===== src/rtl/bit_serializer.sv =====
// rtl/bit_serializer.sv - parallel-to-serial word shifter with one-entry holding register
module bit_serializer #(
    parameter int WIDTH     = 8,
    parameter int MSB_FIRST = 1
) (
    input  logic             clk,
    input  logic             reset,
    input  logic             load_valid,
    input  logic [WIDTH-1:0] load_data,
    output logic             load_ready,
    input  logic             ser_en,
    output logic             ser_out,
    output logic             ser_valid,
    output logic             ser_first,
    output logic             ser_last,
    output logic [7:0]       frame_count
);

    localparam int             CW       = $clog2(WIDTH);
    localparam logic [CW-1:0]  CNT_LAST = CW'(WIDTH - 1);

    typedef enum logic {
        ST_IDLE  = 1'b0,
        ST_SHIFT = 1'b1
    } state_t;

    state_t           r_state;
    logic [WIDTH-1:0] r_sreg;
    logic [CW-1:0]    r_cnt;
    logic [WIDTH-1:0] r_hold;
    logic             r_hold_full;
    logic [7:0]       r_frame_count;

    state_t           w_state_next;
    logic [WIDTH-1:0] w_sreg_next;
    logic [CW-1:0]    w_cnt_next;
    logic [WIDTH-1:0] w_hold_next;
    logic             w_hold_full_next;
    logic [7:0]       w_frame_count_next;

    logic             w_accept;
    logic             w_shifting;
    logic             w_frame_end;
    logic [WIDTH-1:0] w_shifted;
    logic             w_out_bit;

    // The output end of the shift register depends on bit order; shifting
    // always moves the next bit toward that end.
    generate
        if (MSB_FIRST != 0) begin : g_msb_first
            assign w_shifted = {r_sreg[WIDTH-2:0], 1'b0};
            assign w_out_bit = r_sreg[WIDTH-1];
        end else begin : g_lsb_first
            assign w_shifted = {1'b0, r_sreg[WIDTH-1:1]};
            assign w_out_bit = r_sreg[0];
        end
    endgenerate

    // Ready is purely a function of the holding register so upstream never
    // sees a combinational path from load_valid back to load_ready.
    assign load_ready  = ~r_hold_full;
    assign w_accept    = load_valid & ~r_hold_full;
    assign w_shifting  = (r_state == ST_SHIFT) & ser_en;
    assign w_frame_end = w_shifting & (r_cnt == CNT_LAST);

    assign ser_valid   = (r_state == ST_SHIFT);
    assign ser_out     = ser_valid & w_out_bit;
    assign ser_first   = ser_valid & (r_cnt == '0);
    assign ser_last    = ser_valid & (r_cnt == CNT_LAST);
    assign frame_count = r_frame_count;

    // State and datapath registers; reset clears any in-flight and held word.
    always_ff @(posedge clk or posedge reset) begin
        if (reset) begin
            r_state       <= ST_IDLE;
            r_sreg        <= '0;
            r_cnt         <= '0;
            r_hold        <= '0;
            r_hold_full   <= 1'b0;
            r_frame_count <= 8'd0;
        end else begin
            r_state       <= w_state_next;
            r_sreg        <= w_sreg_next;
            r_cnt         <= w_cnt_next;
            r_hold        <= w_hold_next;
            r_hold_full   <= w_hold_full_next;
            r_frame_count <= w_frame_count_next;
        end
    end

    // Next-state logic: load from idle, shift, and chain the next frame at
    // end-of-frame (held word first, then a same-edge bypass, else idle).
    always_comb begin
        w_state_next       = r_state;
        w_sreg_next        = r_sreg;
        w_cnt_next         = r_cnt;
        w_hold_next        = r_hold;
        w_hold_full_next   = r_hold_full;
        w_frame_count_next = r_frame_count;

        case (r_state)
            ST_IDLE: begin
                if (w_accept) begin
                    w_sreg_next  = load_data;
                    w_cnt_next   = '0;
                    w_state_next = ST_SHIFT;
                end
            end
            ST_SHIFT: begin
                if (w_frame_end) begin
                    w_frame_count_next = r_frame_count + 8'd1;
                    if (r_hold_full) begin
                        // load_ready is low here, so no accept can collide
                        w_sreg_next      = r_hold;
                        w_cnt_next       = '0;
                        w_hold_full_next = 1'b0;
                    end else if (w_accept) begin
                        w_sreg_next = load_data;
                        w_cnt_next  = '0;
                    end else begin
                        w_sreg_next  = '0;
                        w_cnt_next   = '0;
                        w_state_next = ST_IDLE;
                    end
                end else begin
                    if (w_shifting) begin
                        w_sreg_next = w_shifted;
                        w_cnt_next  = r_cnt + CW'(1);
                    end
                    if (w_accept) begin
                        w_hold_next      = load_data;
                        w_hold_full_next = 1'b1;
                    end
                end
            end
            default: begin
                w_state_next = ST_IDLE;
            end
        endcase
    end

endmodule


===== config.mk =====
export PLATFORM = sky130hd
export DESIGN_NAME = bit_serializer
export DESIGN_NICKNAME = d
export VERILOG_FILES = /design/src/rtl/bit_serializer.sv
export SDC_FILE = /design/constraint.sdc
export NUM_CORES = 1
export LEC_CHECK = 0
export BUFFER_PORTS_ARGS = -buffer_cell sky130_fd_sc_hd__buf_2
export CORE_UTILIZATION = 55
export CTS_CLUSTER_DIAMETER = 50
export DETAILED_ROUTE_END_ITERATION = 7
export PLACE_DENSITY_LB_ADDON = 0.1
export RECOVER_POWER = 25
export SLEW_MARGIN = 20
export SYNTH_ARGS = -nofsm -noshare
export SYNTH_HDL_FRONTEND = slang
export SYNTH_SLANG_ARGS = --single-unit

===== constraint.sdc =====
create_clock -name clk -period 2.15 [get_ports clk]
set_clock_uncertainty 0.15 [all_clocks]
set_input_delay 0.215 -clock clk [delete_from_list [all_inputs] [get_ports clk]]
set_output_delay 0.215 -clock clk [all_outputs]
set_load 0.02 [all_outputs]

== Word-level counts from Yosys, hierarchy flattened ==
Cells that the tools add are included.
Word-level totals
  register bits after elaboration: 29
  logic and storage cells: 42
Cells by class
  bitwise operators: 9
  add/sub/neg operators: 2
  multiplexer cells: 16
  reductions and logical operators: 6
  equality and inequality tests: 3
Operators with widths (number)
  $mux W8: 5
  $pmux W8 S2: 1
  $mux W3: 3
  $add A8 B1 Y8 const B: 1
  $and A1 B1 Y1: 6
  $pmux W3 S2: 1
  $reduce_and A2 Y1: 3
  $mux W1: 5
  $add A3 B1 Y3 const B: 1
  $eq A3 B3 Y1 const B: 1
  $logic_not A3 Y1: 1
  $ne A3 B1 Y1 const B: 1
  $not A1 Y1: 3
  $reduce_and A3 Y1: 1
  $ne A2 B2 Y1 const B: 1
  $pmux W1 S2: 1
  $reduce_bool A2 Y1: 1

== Logic depth before layout (Yosys ltp) ==
Gate-level depths: netlist (run 1).
  depth in word-level cells: 6
  depth in mapped cells: 8
  mapped depth without buffers: 6

== Worst setup path after synthesis (run 1) ==
Ideal clock, no wire load.
  kind: register -> register
  from: reg r_cnt[0]
  to: reg r_frame_count[6], in the netlist frame_count[6]
  clock period less this slack: 1.642 ns
  stages on the path, launching flop included: 8
  path buffers: 2
  data arrival time: 1.362 ns
  library setup time: 0.129 ns
  path slack: 0.508 ns
  path through: dfrtp_1 ha_1 ha_1 buf_4 and3_2 buf_2 nand4_1 xnor2_1
On the way
  longest elaborated chain between the ends: 3
RTL lines
  start, declared: line 29  | logic [CW-1:0] r_cnt;
  start signal, assigned: line 84  | r_cnt <= w_cnt_next;
  $eq A3 B3 Y1: line 64  | assign w_frame_end = w_shifting & (r_cnt == CNT_LAST);
  $and A1 B1 Y1: line 64
  $reduce_and A2 Y1 (no source line)
  end signal, assigned: line 87  | r_frame_count <= w_frame_count_next;
  end, declared: line 32  | logic [7:0] r_frame_count;
Every way passes these cells.
A chain may end at the register's enable or synchronous reset.

== Final worst setup path (run 1) ==
  from: reg r_cnt[0]
  to: out ser_last
On the way
  longest elaborated chain between the ends: 2
RTL lines
  $eq A3 B3 Y1: line 69  | assign ser_last = ser_valid & (r_cnt == CNT_LAST);
  $and A1 B1 Y1: line 69
  end, declared: line 15  | output logic ser_last,
Every way passes these cells.

==> results of run 1 <==
[logic make-up after synthesis]
kind of cell               share of synthesized area, %
DFF                                               48.21
xor gates and xnor gates                          4.073
and+or+nand+nor                                   20.53
adders and majority gates                         3.325
buffers and inverters                             3.906
AOI/OAI and AO/OA                                 13.22
muxes                                             6.733
[power groups by stage]
stage / clock, mW / sequential (mW) / combinational [mW]
floorplan: 0 / 0.902 / 0.629
global placement: 0 / 0.929 / 0.772
detailed placement: 0 / 0.935 / 0.804
CTS: 0.341 / 0.928 / 0.814
global route: 0.361 / 0.954 / 0.908
finish: 0.327 / 0.928 / 0.810
[cells in the final DEF, fill, tap and decap left out, types with 2 or more instances in the layout]
cell type | synthesis | routed
dfrtp_1 | 29 | 29
and2_2 | 4 | 4
clkbuf_4 | 0 | 5
ha_1 | 4 | 4
inv_1 | 4 | 4
a31oi_1 | 2 | 2
dlygate4sd3_1 | 0 | 6
o21ai_0 | 16 | 16
nand2b_1 | 2 | 2
nand4_1 | 2 | 2
xnor2_1 | 6 | 6
nand2_1 | 18 | 18
mux2_2 | 9 | 9
a21oi_1 | 7 | 7
a2bb2oi_1 | 2 | 2
buf_2 | 1 | 24
nor2_1 | 14 | 14
nand3_1 | 6 | 6
and2_1 | 2 | 2
[per-layer routing]
layer | part of all wire (%) | track usage (%) | wire length [um]
met1 | 47 | 30.58 | 1427
met2 | 47 | 37.20 | 1413
met3 | 4.2 | 5.833 | 128
met4 | 1.8 | 11.54 | 55
met5 | 0 | 0 | 0
[final timing paths]
check                                 end  cells after the start
max                              ser_last                      4
min                             r_hold[1]                      2
max reg2reg                     r_hold[5]                      5
min reg2reg                frame_count[7]                      1
max in group asynchronous     r_hold_full                      4
min in group asynchronous       r_sreg[6]                      4
[layout make-up]
cell class	instances	area [um2]	area share [%]
Inverter	4	15.01	0.8596
Clock buffer	7	55.05	3.152
Timing Repair Buffer	32	192.7	11.03
Tap cell	30	37.54	2.149
Sequential cell	29	725.7	41.55
Multi-Input combinational cell	110	720.7	41.26
[worst max-delay path, delay by kind of cell, from the launching register on]
kind          cells  cell delay, ns
fa+ha+maj         2            0.52
buf+inv           1            0.15
flops             1            0.39
simple gates      1            0.21
[through the flow]
stage                     power, mW  std cells
after floorplan               1.531        150
after global placement        1.701        199
after detailed placement      1.740        199
after CTS                     2.083        212
after global routing          2.223        212
final                         2.065        212
[sequential cells by signal (all words and copies together) (netlist names)]
| signal | count |
|---|---|
| r_sreg | 8 |
| r_hold_full | 1 |
| ser_valid | 1 |
| r_cnt | 3 |
| frame_count | 8 |
| r_hold | 8 |
==> metrics.cfg, run 1 <==
[placement]
port_buffers=24
dpl_cell_area_um2=1634
post-place-ws_ns=0.2881
place_congestion=0.8279
dp_hpwl_um=2176

[critical_path]
start_kind=flop
worstPathCellList=ha_1 -> ha_1 -> and2_1 -> buf_2
critical_path.max_fanout=10
path_common_cell=ha_1
arrival_ns=1.59
cpPeakStageDelay_ns=0.39
slowest_stage=dfrtp_1
r2r_slack_ns=0.29
required_ns=1.78
critPathCaptureType=output port
path_class=reg -> out
reg2reg_from=r_cnt[0]
crit_start=r_cnt[0]

[timing]
grt_setup_unrepaired=no
fin_ws_ns=0.1956
finalSetupViolCount=0
worstMarginPinSlew_ns=0.6958
maxSlewHeadroom_pct=53.61
holdWs_ns=0.01025
timing.final.crit_share_pct=90.90
slew_viol_final=0
min_period_ns=1.954
fmax_mhz=511.7
tns_ns=0
hold_viol_final=0

[global_route]
antenna_found_initial=0
grt_pass1_vias=1053
grt_overflow=0
grt_max_degree=30
grt_util_all_layers_pct=23.78
grt_pass1_wl_um=4747

[power_and_ir_drop]
switching_share_pct=37.73
power_frac_seq_pct=45.0
power.share.combinational_pct=39.2
pwr-share-clk_pct=15.8
leakage_nw=0.8449
intPower_mw=1.286
powerDensity_nw_per_um2=1182
power_switching_mw=0.7792
ir_drop_mv=0.8412

[floorplanning]
chipWidth_um=54.32
rows=18
fp.dieH_um=54.32
io-pin-count=25
start_util_pct=59.67
dieArea_um2=2950
coreArea_um2=2522

[yosys]
synth_area_um2=1505
synth_seq_cells=29
synth_common_cells=29 x dfrtp_1, 18 x nand2_1, 16 x o21ai_0
async_reset_ff_share_pct=100.0
synth_seq_area_share_pct=48.21
ys_types=37
yosysMostFrequentCell=dfrtp_1
synth_edf_count=0
synth_top_area_share_pct=48.21
synthFlopType=dfrtp_1
synth.top_cells.by_area=dfrtp_1 48%, mux2_2 6.7%, o21ai_0 5.3%
yosysWarningCount=0
synth_area_leader_cell=dfrtp_1
syn_inst=150
synth.avg_cell_area_um2=10.03
synthesis.nets=166

[clock_network]
clockRootBuffer=clkbuf_4
cts_max_level=2
hold_buffers=6
clk_pin_slew_ns=0.08
cts_setup_buffers=0
cts_tree=built
cts_buffers=5
clk_latency_ns=0.32
cts_resized=0
clockBufferDepth=2
cts_sinks=29

[min_path]
min_path_type=in -> reg
hold_start=load_data[1]

[outcome]
status=complete, no violations

[layout]
finalCoreUtilization_pct=69.25
nFillCells=200
final_nets=198
finish.instance_area_um2=1747
post_route_cells_drive_above_1_share_pct=29.12
antenna_cells=0
area_delta_synth_final_pct=16.04

[route]
routedWlPerCell_um=14.27
ant_nets=0
drt_iter0_markers=27
via_count=1165
drc=0
totalWireLength_um=3025
dr.pass1.iters=4
routed_via_density=5.495

[flow_run]
drv_cap=0

Note: power is estimated with default switching activity, not from simulation.
==> run 2, diff against run 1 <==
--- a/config.mk
+++ b/config.mk
@@ -5,12 +5,12 @@
 export SDC_FILE = /design/constraint.sdc
 export NUM_CORES = 1
 export LEC_CHECK = 0
-export BUFFER_PORTS_ARGS = -buffer_cell sky130_fd_sc_hd__buf_2
-export CORE_UTILIZATION = 55
+export CORE_UTILIZATION = 61
 export CTS_CLUSTER_DIAMETER = 50
+export CTS_CLUSTER_SIZE = 40
 export DETAILED_ROUTE_END_ITERATION = 7
+export DONT_BUFFER_PORTS = 1
 export PLACE_DENSITY_LB_ADDON = 0.1
-export RECOVER_POWER = 25
 export SLEW_MARGIN = 20
 export SYNTH_ARGS = -nofsm -noshare
 export SYNTH_HDL_FRONTEND = slang
==> metrics.cfg, run 2 (same netlist as run 1, synthesis figures left out) <==
[layout]
final_nets=179
layout_commonest_cell=dfrtp_1
antenna_cells=0
multi_input_area_um2=720.7
area_delta_synth_final_pct=10.81
final_cell_mix=29 x dfrtp_1, 18 x nand2_1, 16 x o21ai_0
finalCoreUtilization_pct=73.28
nFillCells=170
post_route_cells_drive_above_1_share_pct=17.68
regArea_um2=725.7

[critical_path]
slowest_stage=ha_1
cpPeakStageDelay_ns=0.41
critPathCaptureType=output port
cp.buffers_inverters=0
cp_top_family=adder cells
path_class=reg -> out
path_common_cell=ha_1
arrival_ns=1.59
worstPathCellList=ha_1 -> ha_1 -> and2_1
required_ns=1.78
crit_cells=3
critical_path.max_fanout=10
r2r_slack_ns=0.23
start_kind=flop
reg2reg_depth=5

[power_and_ir_drop]
powerDensity_nw_per_um2=1204
leakage_nw=0.7532
finalPower_mw=2.009
ir_drop_mv=0.8702

[timing]
hold_viol_final=0
maxSlewHeadroom_pct=68.03
worstMarginPinSlew_ns=0.4796
finalSetupViolCount=0
min_period_ns=1.952
holdWs_ns=0.01343
grt_setup_unrepaired=no
fmax_mhz=512.3
slew_viol_final=0
timing.final.crit_share_pct=90.80
tns_ns=0

[global_route]
grt_pass1_wl_um=5188
grt_pass1_vias=1140
grt_max_degree=30
grt_util_all_layers_pct=27.61
grt_overflow=0
antenna_found_initial=0

[floorplanning]
start_util_pct=66.14
fp.dieH_um=51.68
io-pin-count=25
chipWidth_um=51.68
dieArea_um2=2670
rows=17
coreArea_um2=2276

[placement]
place_congestion=0.8202
dp_hpwl_um=2076
port_buffers=0

[min_path]
min_path_cells=4
min_path_type=in -> reg

[clock_network]
cts_max_level=2
clk_latency_ns=0.33
clk_pin_slew_ns=0.08
cts_resized=0
cts_tree=built
clockRootBuffer=clkbuf_4
cts_sinks=29
cts_buffers=5
clockBufferDepth=2
cts_setup_buffers=0

[outcome]
status=complete, no violations

[route]
drt_iter0_markers=22
ant_nets=0
totalWireLength_um=3052
via_count=1138
dr.pass1.iters=4
drc=0
routed_via_density=5.927
routedWlPerCell_um=15.90

[flow_run]
drv_cap=0

run 2: path summary, 6_finish.rpt:
check / startpoint / endpoint
worst max-delay path: r_cnt[0] / ser_last
worst min-delay path: ser_en / r_sreg[0]
worst max register to register: r_cnt[0] / r_hold[4]
worst min register to register: r_sreg[1] / r_sreg[2]
max in group asynchronous: reset / r_hold[2]
min in group asynchronous: reset / r_sreg[6]
run 2: where the power goes:
group,internal (mW),leakage (nW),switching (mW)
Sequential,0.757,0.356,0.203
Clock,0.130,0.0265,0.175
Combinational,0.346,0.371,0.399
run 2: layout make-up:
class / instances / share of cell area (%)
sequential: 29 / 43.51
multi-input combinational: 110 / 43.21
timing repair buffer: 13 / 7.352
clock buffer: 8 / 2.926
tap: 28 / 2.101
inverter: 4 / 0.9002
run 2: worst min-delay path, delay by kind of cell:
family / cells / cell delay (ns)
compound gates: 2 / 0.11
simple gates: 2 / 0.13
run 2: what timing repair did:
action / CTS / global route
endpoints found under the hold margin: 46 / 0
hold buffers: 10 / 0
setup endpoints to repair: 0 / 0
run 2: routing by layer:
metal / share of wire (%) / vias up / GRT usage (%)
met5: 0 / - / 0
met4: 1.3 / 0 / 8.108
met3: 5.2 / 5 / 11.40
met2: 49 / 27 / 44.37
met1: 44 / 568 / 33.91
li1: - / 538 / -
run 2: per-stage QoR:
stage                     instances  setup WS, ns  instance area (um2)
final                           192        0.1979                 1668
after global routing            192       0.06055                 1668
after CTS                       192        0.2084                 1668
after detailed placement        174        0.2390                 1519
after global placement          174        0.3479                 1519
after floorplan                 150        0.5085                 1505
==> run 3, diff against run 2 <==
--- a/config.mk
+++ b/config.mk
@@ -5,7 +5,8 @@
 export SDC_FILE = /design/constraint.sdc
 export NUM_CORES = 1
 export LEC_CHECK = 0
-export CORE_UTILIZATION = 61
+export ABC_AREA = 1
+export CORE_UTILIZATION = 37
 export CTS_CLUSTER_DIAMETER = 50
 export CTS_CLUSTER_SIZE = 40
 export DETAILED_ROUTE_END_ITERATION = 7
==> metrics.cfg, run 3 <==
[clock_network]
cts_setup_buffers=0
cts_buffers=5
clockRootBuffer=clkbuf_8
hold_buffers=11
cts_resized=0
clk_pin_slew_ns=0.07
cts_tree=built
cts_sinks=29
clk_latency_ns=0.28
cts_max_level=2
clockBufferDepth=2

[yosys]
syn_inst=221
synth_edf_count=0
yosysWarningCount=0
yosysMostFrequentCell=nand2_1
synth.top_cells.by_area=dfrtp_1 45%, nand2_1 21%, nand3_1 5.3%
synthFlopType=dfrtp_1
synth_seq_cells=29
async_reset_ff_share_pct=100.0
synth_top_area_share_pct=44.93
synth_area_um2=1615
synth_seq_area_share_pct=44.93
synth_common_cells=92 x nand2_1, 29 x dfrtp_1, 22 x inv_1
synthesis.nets=237
ys_types=22
synth_area_leader_cell=dfrtp_1
synth.avg_cell_area_um2=7.309

[critical_path]
required_ns=1.78
arrival_ns=1.57
path_class=reg -> out
critical_path.max_fanout=12
critPathCaptureType=output port
r2r_slack_ns=0.26
start_kind=flop

[placement]
post-place-ws_ns=0.3201
dp_hpwl_um=2449
place_congestion=0.7763
place_inst=269
port_buffers=0

[global_route]
grt_max_degree=30
grt_overflow=0
antenna_found_initial=0
grt_pass1_vias=1405
grt_pass1_wl_um=6292
grt_util_all_layers_pct=18.42

[floorplanning]
rows=23
start_util_pct=39.53
io-pin-count=25
dieArea_um2=4634
fp.dieH_um=68.08
coreArea_um2=4086
chipWidth_um=68.08

[route]
drt_iter0_markers=88
via_count=1388
routedWlPerCell_um=12.21
drc=0
ant_nets=0
totalWireLength_um=3517
dr.pass1.iters=4
routed_via_density=4.819

[timing]
timing.final.crit_share_pct=89.98
worstMarginPinSlew_ns=0.5147
slew_viol_final=0
maxSlewHeadroom_pct=65.68
holdWs_ns=0.01935
fin_ws_ns=0.2155
min_period_ns=1.934
finalSetupViolCount=0
grt_setup_unrepaired=no
tns_ns=0
fmax_mhz=516.9
hold_viol_final=0

[layout]
final_cell_mix=92 x nand2_1, 29 x dfrtp_1, 22 x inv_1
antenna_cells=0
area_delta_synth_final_pct=16.89
instances_no_fill=288
layout_commonest_cell=nand2_1
nFillCells=430
post_route_cells_drive_above_1_share_pct=7.983
final_nets=253

[min_path]
min_path_type=in -> reg

[flow_run]
drv_cap=0

[power_and_ir_drop]
powerDensity_nw_per_um2=1100
ir_drop_mv=0.5005
leakage_nw=1.004

[outcome]
status=complete, no violations

run 3: cell types whose count changed after synthesis, sizes merged, moves of 3 or more:
cell	change
a21oi	-4
nand2	+75
mux2	-9
xnor2	-4
o21ai	-6
clkbuf	-3
and2	-6
inv	+19
nor2	+7
nand3	+12
run 3: path summary, 6_finish.rpt:
path	end	start	depth (start not counted)
worst max-delay path	ser_first	ser_valid	3
worst min-delay path	r_sreg[0]	load_data[0]	4
worst max register to register	r_hold[7]	r_hold_full	4
worst min register to register	r_hold[6]	r_hold[6]	2
max in group asynchronous	r_cnt[2]	reset	3
min in group asynchronous	r_sreg[6]	reset	3
run 3: routing by layer:
layer | vias to the layer above | routed length (um) | GRT usage (%)
met2 | 30 | 1614 | 28.92
met5 | - | 0 | 0
met3 | 4 | 141 | 4.833
met4 | 0 | 40 | 6.510
met1 | 643 | 1720 | 24.30
li1 | 711 | - | -
run 3: critical path: stages, from the launching register on:
cell and delay (ns):
dfrtp_1 0.67, buf_4 0.26, nand2_1 0.06, nor2_1 0.31
run 3: cell families (layout without fill, tap and decap cells):
kind of cell	after synthesis	count (layout)	share of synthesized area, %
and+or+nand+nor	139	139	36.72
buffers and inverters	30	47	8.442
adders and majority gates	4	4	3.098
DFF	29	29	44.93
AOI/OAI and AO/OA	15	15	4.647
xor gates and xnor gates	4	4	2.169
run 3: metrics by stage:
stage	power, mW	util, %	area (um2)
3_3_place_gp	1.478	40.66	1662
4_1_cts	2.099	46.20	1888
2_1_floorplan	1.374	-	1615
6_report	2.078	46.20	1888
5_1_grt	2.252	46.20	1888
3_5_place_dp	1.493	40.66	1662
run 3: where the power goes:
part | internal, mW | switching (mW) | leakage [nW]
Combinational | 0.235 | 0.360 | 0.587
Sequential | 0.727 | 0.177 | 0.358
Clock | 0.377 | 0.202 | 0.0585
Total | 1.34 | 0.738 | 1.00
run 3: layout make-up:
type	count	area (um2)	share of cell area, %
multi-input combinational	162	753.2	39.89
sequential	29	725.7	38.44
timing repair buffer	15	140.1	7.422
inverter	24	90.09	4.771
clock buffer	7	86.33	4.573
tap	50	62.56	3.313
clock inverter	1	30.03	1.590
